===== src/rtl/remote_key_encoder_pkg.sv =====
// rtl/remote_key_encoder_pkg.sv - shared states, key codes and button indices for the remote key encoder
package remote_pkg;

    typedef enum logic [1:0] {
        ST_IDLE,
        ST_DEBOUNCE,
        ST_SEND,
        ST_WAIT_RELEASE
    } state_e;

    localparam logic [7:0] KEY_NONE  = 8'hFF;
    localparam logic [7:0] KEY_P1_A1 = 8'h7F;
    localparam logic [7:0] KEY_P1_A2 = 8'hBF;
    localparam logic [7:0] KEY_P1_A3 = 8'hDF;
    localparam logic [7:0] KEY_P1_A4 = 8'hEF;
    localparam logic [7:0] KEY_P2_A1 = 8'hF7;
    localparam logic [7:0] KEY_P2_A2 = 8'hFB;
    localparam logic [7:0] KEY_P2_A3 = 8'hFD;
    localparam logic [7:0] KEY_P2_A4 = 8'hFE;

    localparam int BTN_P1_A1 = 7;
    localparam int BTN_P1_A2 = 6;
    localparam int BTN_P1_A3 = 5;
    localparam int BTN_P1_A4 = 4;
    localparam int BTN_P2_A1 = 3;
    localparam int BTN_P2_A2 = 2;
    localparam int BTN_P2_A3 = 1;
    localparam int BTN_P2_A4 = 0;

    function automatic int max_int(input int a, input int b);
        return (a > b) ? a : b;
    endfunction

endpackage


===== src/rtl/remote_key_encoder_prio_key_select.sv =====
// rtl/remote_key_encoder_prio_key_select.sv - picks the highest-priority pressed button as an active-low one-hot code
module prio_key_select
    import remote_pkg::*;
(
    input  logic [7:0] btn,
    output logic [7:0] key_code
);

    always_comb begin
        key_code = KEY_NONE;
        if      (btn[BTN_P1_A1]) key_code = KEY_P1_A1;
        else if (btn[BTN_P1_A2]) key_code = KEY_P1_A2;
        else if (btn[BTN_P1_A3]) key_code = KEY_P1_A3;
        else if (btn[BTN_P1_A4]) key_code = KEY_P1_A4;
        else if (btn[BTN_P2_A1]) key_code = KEY_P2_A1;
        else if (btn[BTN_P2_A2]) key_code = KEY_P2_A2;
        else if (btn[BTN_P2_A3]) key_code = KEY_P2_A3;
        else if (btn[BTN_P2_A4]) key_code = KEY_P2_A4;
    end

endmodule


===== src/rtl/remote_key_encoder.sv =====
// rtl/remote_key_encoder.sv - debounces handset buttons and drives one prioritised answer code per press
module remote_key_encoder
    import remote_pkg::*;
#(
    parameter int DEBOUNCE_CYCLES = 16,
    parameter int HOLD_CYCLES     = 4
) (
    input  logic       clk,
    input  logic       rst,
    input  logic       enable,
    input  logic [7:0] btn_raw,
    output logic [7:0] rm_out_bcd,
    output logic       key_valid,
    output logic       busy
);

    localparam int CNT_W = $clog2(max_int(DEBOUNCE_CYCLES, HOLD_CYCLES));
    localparam logic [CNT_W-1:0] DEB_LAST  = CNT_W'(DEBOUNCE_CYCLES - 1);
    localparam logic [CNT_W-1:0] HOLD_LAST = CNT_W'(HOLD_CYCLES - 1);

    state_e           state_q, state_d;
    logic [CNT_W-1:0] cnt_q, cnt_d;
    logic [CNT_W-1:0] hcnt_q, hcnt_d;
    logic [7:0]       snap_q, snap_d;
    logic [7:0]       out_q, out_d;
    logic             kv_q, kv_d;
    logic             busy_q, busy_d;
    logic [7:0]       sel_code;

    prio_key_select u_prio (
        .btn      (snap_q),
        .key_code (sel_code)
    );

    always_comb begin
        state_d = state_q;
        cnt_d   = cnt_q;
        hcnt_d  = hcnt_q;
        snap_d  = snap_q;
        out_d   = out_q;
        kv_d    = 1'b0;

        case (state_q)
            ST_IDLE: begin
                out_d = KEY_NONE;
                if (enable && (btn_raw != 8'h00)) begin
                    snap_d  = btn_raw;
                    cnt_d   = '0;
                    state_d = ST_DEBOUNCE;
                end
            end
            ST_DEBOUNCE: begin
                if (!enable || (btn_raw != snap_q)) begin
                    state_d = ST_IDLE;
                end else if (cnt_q == DEB_LAST) begin
                    out_d   = sel_code;
                    kv_d    = 1'b1;
                    hcnt_d  = '0;
                    state_d = ST_SEND;
                end else begin
                    cnt_d = cnt_q + 1'b1;
                end
            end
            ST_SEND: begin
                // Inputs are deliberately ignored here so a started send always completes.
                if (hcnt_q == HOLD_LAST) begin
                    out_d   = KEY_NONE;
                    cnt_d   = '0;
                    state_d = ST_WAIT_RELEASE;
                end else begin
                    hcnt_d = hcnt_q + 1'b1;
                end
            end
            ST_WAIT_RELEASE: begin
                out_d = KEY_NONE;
                if (btn_raw != 8'h00) begin
                    cnt_d = '0;
                end else if (cnt_q == DEB_LAST) begin
                    state_d = ST_IDLE;
                end else begin
                    cnt_d = cnt_q + 1'b1;
                end
            end
            default: begin
                out_d   = KEY_NONE;
                state_d = ST_IDLE;
            end
        endcase

        busy_d = (state_d != ST_IDLE);
    end

    always_ff @(posedge clk) begin
        if (rst) begin
            state_q <= ST_IDLE;
            cnt_q   <= '0;
            hcnt_q  <= '0;
            snap_q  <= '0;
            out_q   <= KEY_NONE;
            kv_q    <= 1'b0;
            busy_q  <= 1'b0;
        end else begin
            state_q <= state_d;
            cnt_q   <= cnt_d;
            hcnt_q  <= hcnt_d;
            snap_q  <= snap_d;
            out_q   <= out_d;
            kv_q    <= kv_d;
            busy_q  <= busy_d;
        end
    end

    assign rm_out_bcd = out_q;
    assign key_valid  = kv_q;
    assign busy       = busy_q;

endmodule

===== config.mk =====
export PLATFORM = sky130hd
export DESIGN_NAME = remote_key_encoder
export DESIGN_NICKNAME = d
export VERILOG_FILES = /design/src/rtl/remote_key_encoder_pkg.sv /design/src/rtl/remote_key_encoder_prio_key_select.sv /design/src/rtl/remote_key_encoder.sv
export SDC_FILE = /design/constraint.sdc
export NUM_CORES = 1
export LEC_CHECK = 0
export BUFFER_PORTS_ARGS = -buffer_cell sky130_fd_sc_hd__buf_2
export CAP_MARGIN = 0
export CORE_UTILIZATION = 50
export DETAILED_ROUTE_END_ITERATION = 7
export PLACE_DENSITY_LB_ADDON = 0.3
export SETUP_SLACK_MARGIN = 0.1
export SKIP_LAST_GASP = 1
export SLEW_MARGIN = 20
export SYNTH_ARGS = -nofsm -noshare
export SYNTH_HDL_FRONTEND = slang
export SYNTH_SLANG_ARGS = --single-unit
export TNS_END_PERCENT = 10

===== constraint.sdc =====
create_clock -name clk -period 3.8 [get_ports clk]
set_input_delay 0.19 -clock clk [delete_from_list [all_inputs] [get_ports clk]]
set_output_delay 0.19 -clock clk [all_outputs]
set_load 0.02 [all_outputs]

==> results.ini, run 1 <==
[status]
outcome=complete, no violations

[worst_setup_path]
worstPathMaxFanout=18
rrSetupSlack_ns=1.68
cp.required_ns=4.04
cp-start-kind=flop
crit_type=flop to flop
end_kind=flop
cp.arrival_ns=2.35

[grt]
grt_max_degree=20
antenna_found_initial=0
first_global_vias=1245
grt_pass1_wl_um=5350
grt_use_total=0.209
grt-ovfl-total=0

[hold_path]
hold_path_class=input port to flop

[timing]
worstMarginPinSlew_ns=0.657
hold_viol=0
drv_slew=0
relSlewSlack=0.562
timing.setup.tns_ns=0
fmax_ghz=0.472
clock_skew_ns=0.00288
finalHoldWorstSlack_ns=0.126
period_share=0.557
setup_viol=0
rsz0062_at_grt=false
min_period_ns=2.12

[clock_network]
post_cts_resized=0
clockRootBuffer=clkbuf_4
cts_htree_levels=1
cts_buffer_depth=2
cts_tree=built
clkTransAtPathRegs_ns=0.14
post-cts-setup-buffers=0
holdBufCountCts=0
clock_sinks=28
cts_buffers=3
clk_latency_ns=0.32

[final_layout]
finalNetCount=200
diodes=0
syn_to_final_growth_pct=8.65
layout-drive-gt1-share=0.231

[placement]
hpwl_um=2410
numPortBuffers=20
place.gp.congestion=0.785

[logic_synthesis]
yosysMostFrequentCell=dfxtp_1
syn-num-nets=183
synth_commonest_cells=28 x dfxtp_1, 17 x a21oi_1, 17 x nand2_1, 13 x nand3_1, 8 x nor2_1
avgSynthCellArea_um2=8.85
async_flop_share=0
synth-seq-cells=28
synth_top_area_cell=dfxtp_1
synth_area_leaders=dfxtp_1 37%, a21oi_1 5.7%, nand3_1 4.3%, nand2_1 4.2%, xnor2_1 4.1%
synth_warnings=0
synthDistinctLibCells=48
syn-cell-area_um2=1510
synth_cells=170
synth-main-ff-cell=dfxtp_1
yosys.area.top_type_share=0.372
synth_edf_count=0
yosysSeqAreaShare=0.372

[floorplanning]
ios=21
start_util=0.537
die_h_um=56.9
std_cell_rows=19
die_width_um=56.9
coreArea_um2=2810
die-area_um2=3230

[route]
avgViaCountPerCell=6.18
wl_um=3220
drc_errors=0
first_pass_iters=4
dr_total_vias=1341
drt-initial-drc-count=40
antenna_left=0
post_drt_wl_per_cell_um=14.8

[power]
pwr-share-clk=0.266
power_frac_comb=0.153
p_sw_w=0.000146
p_seq_frac=0.581
ir_drop_mv=0.202
p_leak_nw=0.581
p_int_w=0.000395
pwr_density_cell_nw_per_um2=331
sw_frac_of_total=0.270

[job]
maxCapViolCount=0

## stage by stage
stage | area (um^2) | setup slack (ns) | util | power (W) | instances
floorplan | 1510 | 2.06 | - | 0.000384 | 170
global placement | 1600 | 1.84 | 0.570 | 0.000400 | 213
detailed placement | 1600 | 1.73 | 0.570 | 0.000404 | 213
CTS | 1640 | 1.71 | 0.583 | 0.000544 | 217
global route | 1640 | 1.53 | 0.583 | 0.000562 | 217
finish | 1640 | 1.68 | 0.583 | 0.000541 | 217
## worst paths after layout
path | end | from | cells after the start
setup / recovery | hcnt_q[1]$_SDFFE_PP0P_ | hcnt_q[0]$_SDFFE_PP0P_ | 6
setup reg to reg | hcnt_q[1]$_SDFFE_PP0P_ | hcnt_q[0]$_SDFFE_PP0P_ | 6
hold / removal | snap_q[6]$_SDFFE_PP0P_ | btn_raw[6] | 3
hold reg to reg | rm_out_bcd[1]$_SDFFE_PP1P_ | rm_out_bcd[1]$_SDFFE_PP1P_ | 1
## critical path: stages, from the launching register on
cell      delay [ns]
dfxtp_1         0.41
ha_1            0.24
nand2b_1        0.11
o21ai_2         0.53
o21ai_0         0.24
and2_1          0.26
a41o_1          0.24
## flip-flops by register name (all words and copies together), names as in the netlist
name and flops:
cnt_q 4, busy 1, hcnt_q 4, snap_q 8
state_q 2, rm_out_bcd 8, key_valid 1
## routing by layer
layer,GRT usage,up-vias,routed length [um]
met5,0,-,0
met4,0.0697,0,20
met3,0.0323,4,82
met2,0.379,20,1660
met1,0.248,646,1460
li1,-,671,-
## power groups by stage
| stage | sequential, W | clock (W) | combinational (W) |
|---|---|---|---|
| 2_1_floorplan | 0.000318 | 0 | 0.0000663 |
| 3_3_place_gp | 0.000320 | 0 | 0.0000801 |
| 3_5_place_dp | 0.000321 | 0 | 0.0000828 |
| 4_1_cts | 0.000314 | 0.000146 | 0.0000831 |
| 5_1_grt | 0.000316 | 0.000155 | 0.0000911 |
| 6_report | 0.000315 | 0.000144 | 0.0000828 |
## area by class of cell
cell class / count / area [um^2]
flip-flops and latches: 28 / 561
clock buffers: 4 / 36.3
well taps: 31 / 38.8
repair buffers: 20 / 100
fillers: 258 / 1170
multi-input cells: 131 / 888
inverters: 3 / 11.3
## cells by family (layout without fill, tap and decap cells)
| logic type | count (synthesis) | after routing | share of synthesized area |
|---|---|---|---|
| AND/OR/NAND/NOR | 72 | 72 | 0.281 |
| XOR/XNOR | 8 | 8 | 0.0515 |
| AO/OA/AOI/OAI | 49 | 49 | 0.241 |
| flip-flops | 28 | 28 | 0.372 |
| buffers and inverters | 11 | 27 | 0.0374 |
| adder cells (fa/ha/maj) | 2 | 2 | 0.0166 |
## cells in the final DEF (no fill, tap or decap), drive strengths merged
cell type,netlist,routed
o21ai,12,12
nand2b,3,3
xnor2,8,8
a21oi,17,17
or4,2,2
or3,2,2
a41o,1,1
inv,3,3
buf,5,20
and2,3,3
a211oi,2,2
nand3b,2,2
o22ai,2,2
nand4,1,1
dfxtp,28,28
nor3,2,2
a31oi,3,3
nor2,9,9
o31ai,2,2
and3,5,5
or2,1,1
nand2,18,18
nor4,1,1
nand3,13,13
and4,5,5
nand4b,2,2
nor2b,2,2
a311oi,2,2
o21a,1,1
and4bb,1,1
o32a,2,2
o32ai,1,1
ha,2,2
a41oi,3,3
clkbuf,3,4
o41ai,1,1
No activity file was read; power rests on OpenSTA's default activity.
==> run 2: changes to the inputs <==
clock period = 1.8 ns   (was 3.8 ns; I/O delays follow)
==> run 2 against run 1 <==
  * Via count is 6.0% higher
  * Register-to-register slack got worse by 1.5 ns
  * Routed wire length increased by 19%
  * First-iteration DRC count increased by 48%
  * Setup slack got worse by 1.5 ns
  * Die area did not move
  * Critical path depth did not move
  * Critical endpoint is now rm_out_bcd[0]$_SDFFE_PP1P_
==> results.ini, run 2 (synthesis gave the netlist of run 1 again) <==
[grt]
grt-ovfl-total=0  ; unchanged
grt_use_met3=0.0276  ; -0.00461
met2_usage=0.432  ; +0.0527
grt_pass1_wl_um=6220  ; +16%
first_global_vias=1333  ; +7.1%
grt_use_total=0.251  ; +0.0421
antenna_found_initial=0  ; unchanged
grt_use_met1=0.318  ; +0.0699
gr-max-usage-layer=met2
grt_max_degree=20  ; unchanged

[floorplanning]
start_util=0.537  ; unchanged
die-area_um2=3230  ; unchanged
std_cell_rows=19  ; unchanged
coreArea_um2=2810  ; unchanged
die_width_um=56.9  ; unchanged
ios=21  ; unchanged
die_h_um=56.9  ; unchanged

[worst_setup_path]
worstPathMaxFanout=8  ; -10
worst-path-buf-inv=1  ; +1
crit_slowest_cell=dfxtp_2
rrSetupSlack_ns=0.14  ; -1.54 ns
cp-start-kind=flop
cpLargestDelayFamily=compound AO/OA/AOI/OAI gates
r2r_start=snap_q[6]$_SDFFE_PP0P_
r2r-end=rm_out_bcd[0]$_SDFFE_PP1P_
crit_type=flop to flop
crit_chain=xnor2_2 > nand3_2 > o41ai_4 > buf_6 > nand4b_1 > o32a_1
cp.required_ns=2.04  ; -2.00 ns
cp.arrival_ns=1.90  ; -0.45 ns
end_kind=flop
slowest_delay_ns=0.38  ; -0.15 ns
reg2reg_depth=6  ; unchanged

[timing]
drv_slew=0  ; unchanged
period_share=0.920  ; +0.363
clock_skew_ns=0.0158  ; +0.0130 ns
relSlewSlack=0.708  ; +0.146
hold_viol=0  ; unchanged
worstMarginPinSlew_ns=0.437  ; -0.220 ns
min_period_ns=1.66  ; -0.462 ns
finalHoldWorstSlack_ns=0.00650  ; -0.120 ns
rsz0062_at_grt=true
setup_viol=0  ; unchanged
timing.setup.tns_ns=0  ; unchanged
fmax_ghz=0.604  ; +28%

[hold_path]
hold_path_class=input port to flop
min_path_cells=3  ; unchanged
min-delay-start=btn_raw[1]
hold_end=snap_q[1]$_SDFFE_PP0P_

[route]
antenna_left=0  ; unchanged
dr_total_vias=1422  ; +6.0%
wl_um=3840  ; +19%
drt-initial-drc-count=59  ; +48%
drc_errors=0  ; unchanged
post_drt_wl_per_cell_um=16.3  ; +10%
avgViaCountPerCell=6.05  ; -2.1%
first_pass_iters=4  ; unchanged

[power]
p_int_w=0.000979  ; +150%
ir_drop_mv=0.414  ; +100%
p_leak_nw=0.706  ; +22%
sw_frac_of_total=0.260  ; -0.00921
pwr-share-clk=0.313  ; +0.047
power_frac_comb=0.186  ; +0.033
p_seq_frac=0.501  ; -0.080
pwr_density_cell_nw_per_um2=684  ; +110%
p_sw_w=0.000345  ; +140%

[status]
outcome=complete, no violations

[job]
maxCapViolCount=0  ; unchanged

[final_layout]
mostFrequentLayoutCells=20 x buf_2, 17 x a21oi_1, 17 x dfxtp_1, 16 x nand2_1, 16 x buf_4
syn_to_final_growth_pct=28.5
layout-drive-gt1-share=0.426  ; +0.195
diodes=0  ; unchanged
multiInputGateArea_um2=1000  ; +13%
num-fill-cells=221  ; -14%
finalNetCount=218  ; +9.0%
layout_commonest_cell=buf_2
regArea_um2=577  ; +2.9%

[clock_network]
clockRootBuffer=clkbuf_4
cts_buffers=3  ; unchanged
cts_tree=built
clock_sinks=28  ; unchanged
cts_htree_levels=1  ; unchanged
clkTransAtPathRegs_ns=0.16  ; +0.02 ns
cts_buffer_depth=2  ; unchanged
clk_latency_ns=0.33  ; about the same

[placement]
numPortBuffers=20  ; unchanged
hpwl_um=2620  ; +8.7%
place.gp.congestion=0.787  ; +0.24%

==> run 2: area by class of cell <==
type | instances | area share
clock inverter | 1 | 0.0155
multi-input combinational | 131 | 0.519
clock buffer | 3 | 0.0116
inverter | 3 | 0.00582
sequential | 28 | 0.298
timing repair buffer | 38 | 0.130
tap | 31 | 0.0201
==> run 2: tightest hold or removal path: cells and delay by family <==
family | cells | cell delay, ns
buf+inv | 1 | 0.12
simple gates | 1 | 0.06
compound gates | 1 | 0.05
==> run 2: worst max-delay path by stage <==
stage,from,endpoint,slack [ns],cells after the start
after floorplan,cnt_q[0]$_SDFFE_PP0P_,rm_out_bcd[0]$_SDFFE_PP1P_,0.12,6
after global placement,snap_q[1]$_SDFFE_PP0P_,rm_out_bcd[0]$_SDFFE_PP1P_,0.13,6
after detailed placement,cnt_q[0]$_SDFFE_PP0P_,rm_out_bcd[0]$_SDFFE_PP1P_,0.05,6
after CTS,snap_q[4]$_SDFFE_PP0P_,rm_out_bcd[0]$_SDFFE_PP1P_,0.1,6
after global routing,snap_q[1]$_SDFFE_PP0P_,rm_out_bcd[0]$_SDFFE_PP1P_,0.05,6
final,snap_q[6]$_SDFFE_PP0P_,rm_out_bcd[0]$_SDFFE_PP1P_,0.14,6
==> run 2: what timing repair did <==
item | in CTS | in global routing
hold buffers | 0 | 0
setup buffers | 1 | 6
pin swaps | 5 | 5
hold endpoints to repair | 0 | 0
cloned | 0 | 0
setup endpoints to repair | 12 | 19
gates resized for setup | 14 | 17
==> run 2: routing by layer <==
metal	part of all wire	vias to the layer above
met4	0.0060	0
met3	0.046	4
met5	0	-
li1	-	701
met1	0.44	684
met2	0.51	33
==> run 2: power by group through the flow <==
stage | Combinational (W) | Clock, W | Sequential (W)
floorplan | 0.000140 | 0 | 0.000671
global placement | 0.000195 | 0 | 0.000669
detailed placement | 0.000202 | 0 | 0.000671
CTS | 0.000225 | 0.000423 | 0.000659
global route | 0.000267 | 0.000462 | 0.000666
finish | 0.000246 | 0.000414 | 0.000664
==> run 2: through the flow <==
| step | total power, W | std cells | util | cell area [um^2] | worst slack, ns |
|---|---|---|---|---|---|
| finish | 0.00132 | 235 | 0.690 | 1930 | 0.144 |
| global route | 0.00139 | 235 | 0.690 | 1930 | 0.0509 |
| CTS | 0.00131 | 229 | 0.649 | 1820 | 0.0972 |
| detailed placement | 0.000873 | 224 | 0.601 | 1690 | 0.0548 |
| global placement | 0.000864 | 224 | 0.601 | 1690 | 0.127 |
| floorplan | 0.000811 | 170 | - | 1510 | 0.121 |
==> run 3: changes to the inputs <==
CORE_MARGIN = 3   (was unset)
==> run 3 against run 2 <==
  * Sequential share of layout area is 0.090 points higher
  * First-iteration DRC count increased by 32%
  * Critical path depth up 1
==> results.ini, run 3 (synthesis gave the netlist of run 1 again) <==
[route]
avgViaCountPerCell=6.01  ; -0.70%
first_pass_iters=4  ; unchanged
wl_um=3840  ; about the same
antenna_left=0  ; unchanged
drt-initial-drc-count=78  ; +32%
drc_errors=0  ; unchanged
wl_met1_um=1730  ; +2.8%
dr_total_vias=1424  ; +0.14%
post_drt_wl_per_cell_um=16.2  ; -0.90%
wl_met3_um=93  ; -48%
highest_layer=met4
wl_met2_um=1970  ; +0.61%

[placement]
numPortBuffers=20  ; unchanged
pre_cts_ws_ns=0.0424  ; -0.0124 ns
place.gp.congestion=0.795  ; +1.1%
placed_cell_area_um2=1730  ; +2.7%
place_inst=230  ; +2.7%
hpwl_um=2670  ; +1.9%

[clock_network]
clock_sinks=28  ; unchanged
holdBufCountCts=0  ; unchanged
clkTransAtPathRegs_ns=0.16  ; about the same
cts_tree=built
cts_htree_levels=1  ; unchanged
clk_latency_ns=0.34  ; about the same
clockRootBuffer=clkbuf_4
cts_buffers=3  ; unchanged
cts_buffer_depth=2  ; unchanged

[final_layout]
layout_commonest_cell=buf_2
syn_to_final_growth_pct=27.0
diodes=0  ; unchanged
layout.cells.non_filler=237  ; +0.85%
final_util=0.682  ; -0.00803
layout-drive-gt1-share=0.417  ; -0.00899
fin_area_um2=1910  ; -1.2%
finalNetCount=220  ; +0.92%
mostFrequentLayoutCells=20 x buf_2, 19 x dfxtp_1, 18 x buf_4, 17 x nand2_1, 17 x a21oi_1

[power]
pwr_density_cell_nw_per_um2=690  ; +0.76%
ir_drop_mv=0.413  ; -0.15%
p_leak_nw=0.719  ; +1.8%

[worst_setup_path]
crit_slowest_cell=dfxtp_2
crit_chain=xnor2_2 > nand4_2 > buf_4 > o31ai_4 > buf_6 > and4_4 > o32ai_2
cp.required_ns=2.01  ; -0.03 ns
cp-start-kind=flop
end_kind=flop
crit_type=flop to flop
worstPathMaxFanout=7  ; -1
rrSetupSlack_ns=0.08  ; -0.06 ns
slowest_delay_ns=0.37  ; about the same
cp.arrival_ns=1.93  ; +0.03 ns

[floorplanning]
start_util=0.537  ; unchanged
die_h_um=60.9  ; +7.0%
die-area_um2=3700  ; +15%
coreArea_um2=2810  ; unchanged
die_width_um=60.9  ; +7.0%
std_cell_rows=19  ; unchanged
ios=21  ; unchanged

[grt]
grt_use_total=0.210  ; -0.0404
antenna_found_initial=0  ; unchanged
grt_max_degree=20  ; unchanged
grt-ovfl-total=0  ; unchanged
first_global_vias=1354  ; +1.6%
grt_pass1_wl_um=5910  ; -4.9%

[timing]
fmax_ghz=0.582  ; -3.6%
worstMarginPinSlew_ns=0.451  ; +0.0143 ns
period_share=0.954  ; +0.0342
layout_setup_ws_ns=0.0824  ; -0.0616 ns
min_period_ns=1.72  ; +0.0616 ns
timing.setup.tns_ns=0  ; unchanged
rsz0062_at_grt=true
drv_slew=0  ; unchanged
clock_skew_ns=0.0187  ; +0.00292 ns
relSlewSlack=0.699  ; -0.00952
setup_viol=0  ; unchanged
hold_viol=0  ; unchanged

[status]
outcome=complete, no violations

[job]
maxCapViolCount=0  ; unchanged

[hold_path]
hold_path_class=input port to flop

## run 3: per-stage QoR
step                      hold slack, ns  total power (W)
after floorplan                    0.237         0.000811
after global placement             0.376         0.000873
after detailed placement           0.391         0.000882
after CTS                         0.0136          0.00129
after global routing              0.0194          0.00137
final                            0.00734          0.00132
## run 3: final cells by class
class / instances / area, um^2
Multi-Input combinational cell: 131 / 980
Tap cell: 31 / 38.8
Clock inverter: 1 / 30.0
Fill cell: 234 / 893
Clock buffer: 3 / 22.5
Inverter: 3 / 11.3
Timing Repair Buffer: 40 / 258
Sequential cell: 28 / 572
## run 3: layer usage
layer	global-route usage	up-vias
met4	0.0681	0
li1	-	709
met3	0.0255	7
met1	0.275	680
met5	0	-
met2	0.359	28
## run 3: final timing paths
| kind | start | endpoint | cells past startpoint |
|---|---|---|---|
| worst max-delay path | snap_q[3]$_SDFFE_PP0P_ | cnt_q[1]$_SDFFE_PP0P_ | 7 |
| worst max register to register | snap_q[3]$_SDFFE_PP0P_ | cnt_q[1]$_SDFFE_PP0P_ | 7 |
| worst min-delay path | btn_raw[1] | snap_q[1]$_SDFFE_PP0P_ | 3 |
| worst min register to register | hcnt_q[0]$_SDFFE_PP0P_ | hcnt_q[0]$_SDFFE_PP0P_ | 1 |
## run 3: power breakdown
group	switching, W	internal [W]	leakage, nW
Sequential	0.0000199	0.000642	0.232
Clock	0.000190	0.000225	0.0279
Combinational	0.000131	0.000110	0.460
Total	0.000341	0.000977	0.719
## run 3: repair_timing
item,CTS,global route
setup buffers,1,2
endpoints found under the setup margin,17,20
gates cloned,0,0
resized for setup,3,22
pin swaps,2,6
## run 3: worst max-delay path, delay by kind of cell (launching register included)
family                    cells  cell delay (ns)
AOI/OAI and AO/OA             2             0.30
xor gates and xnor gates      1             0.18
buffers and inverters         2             0.34
DFF                           1             0.37
and+or+nand+nor               2             0.40
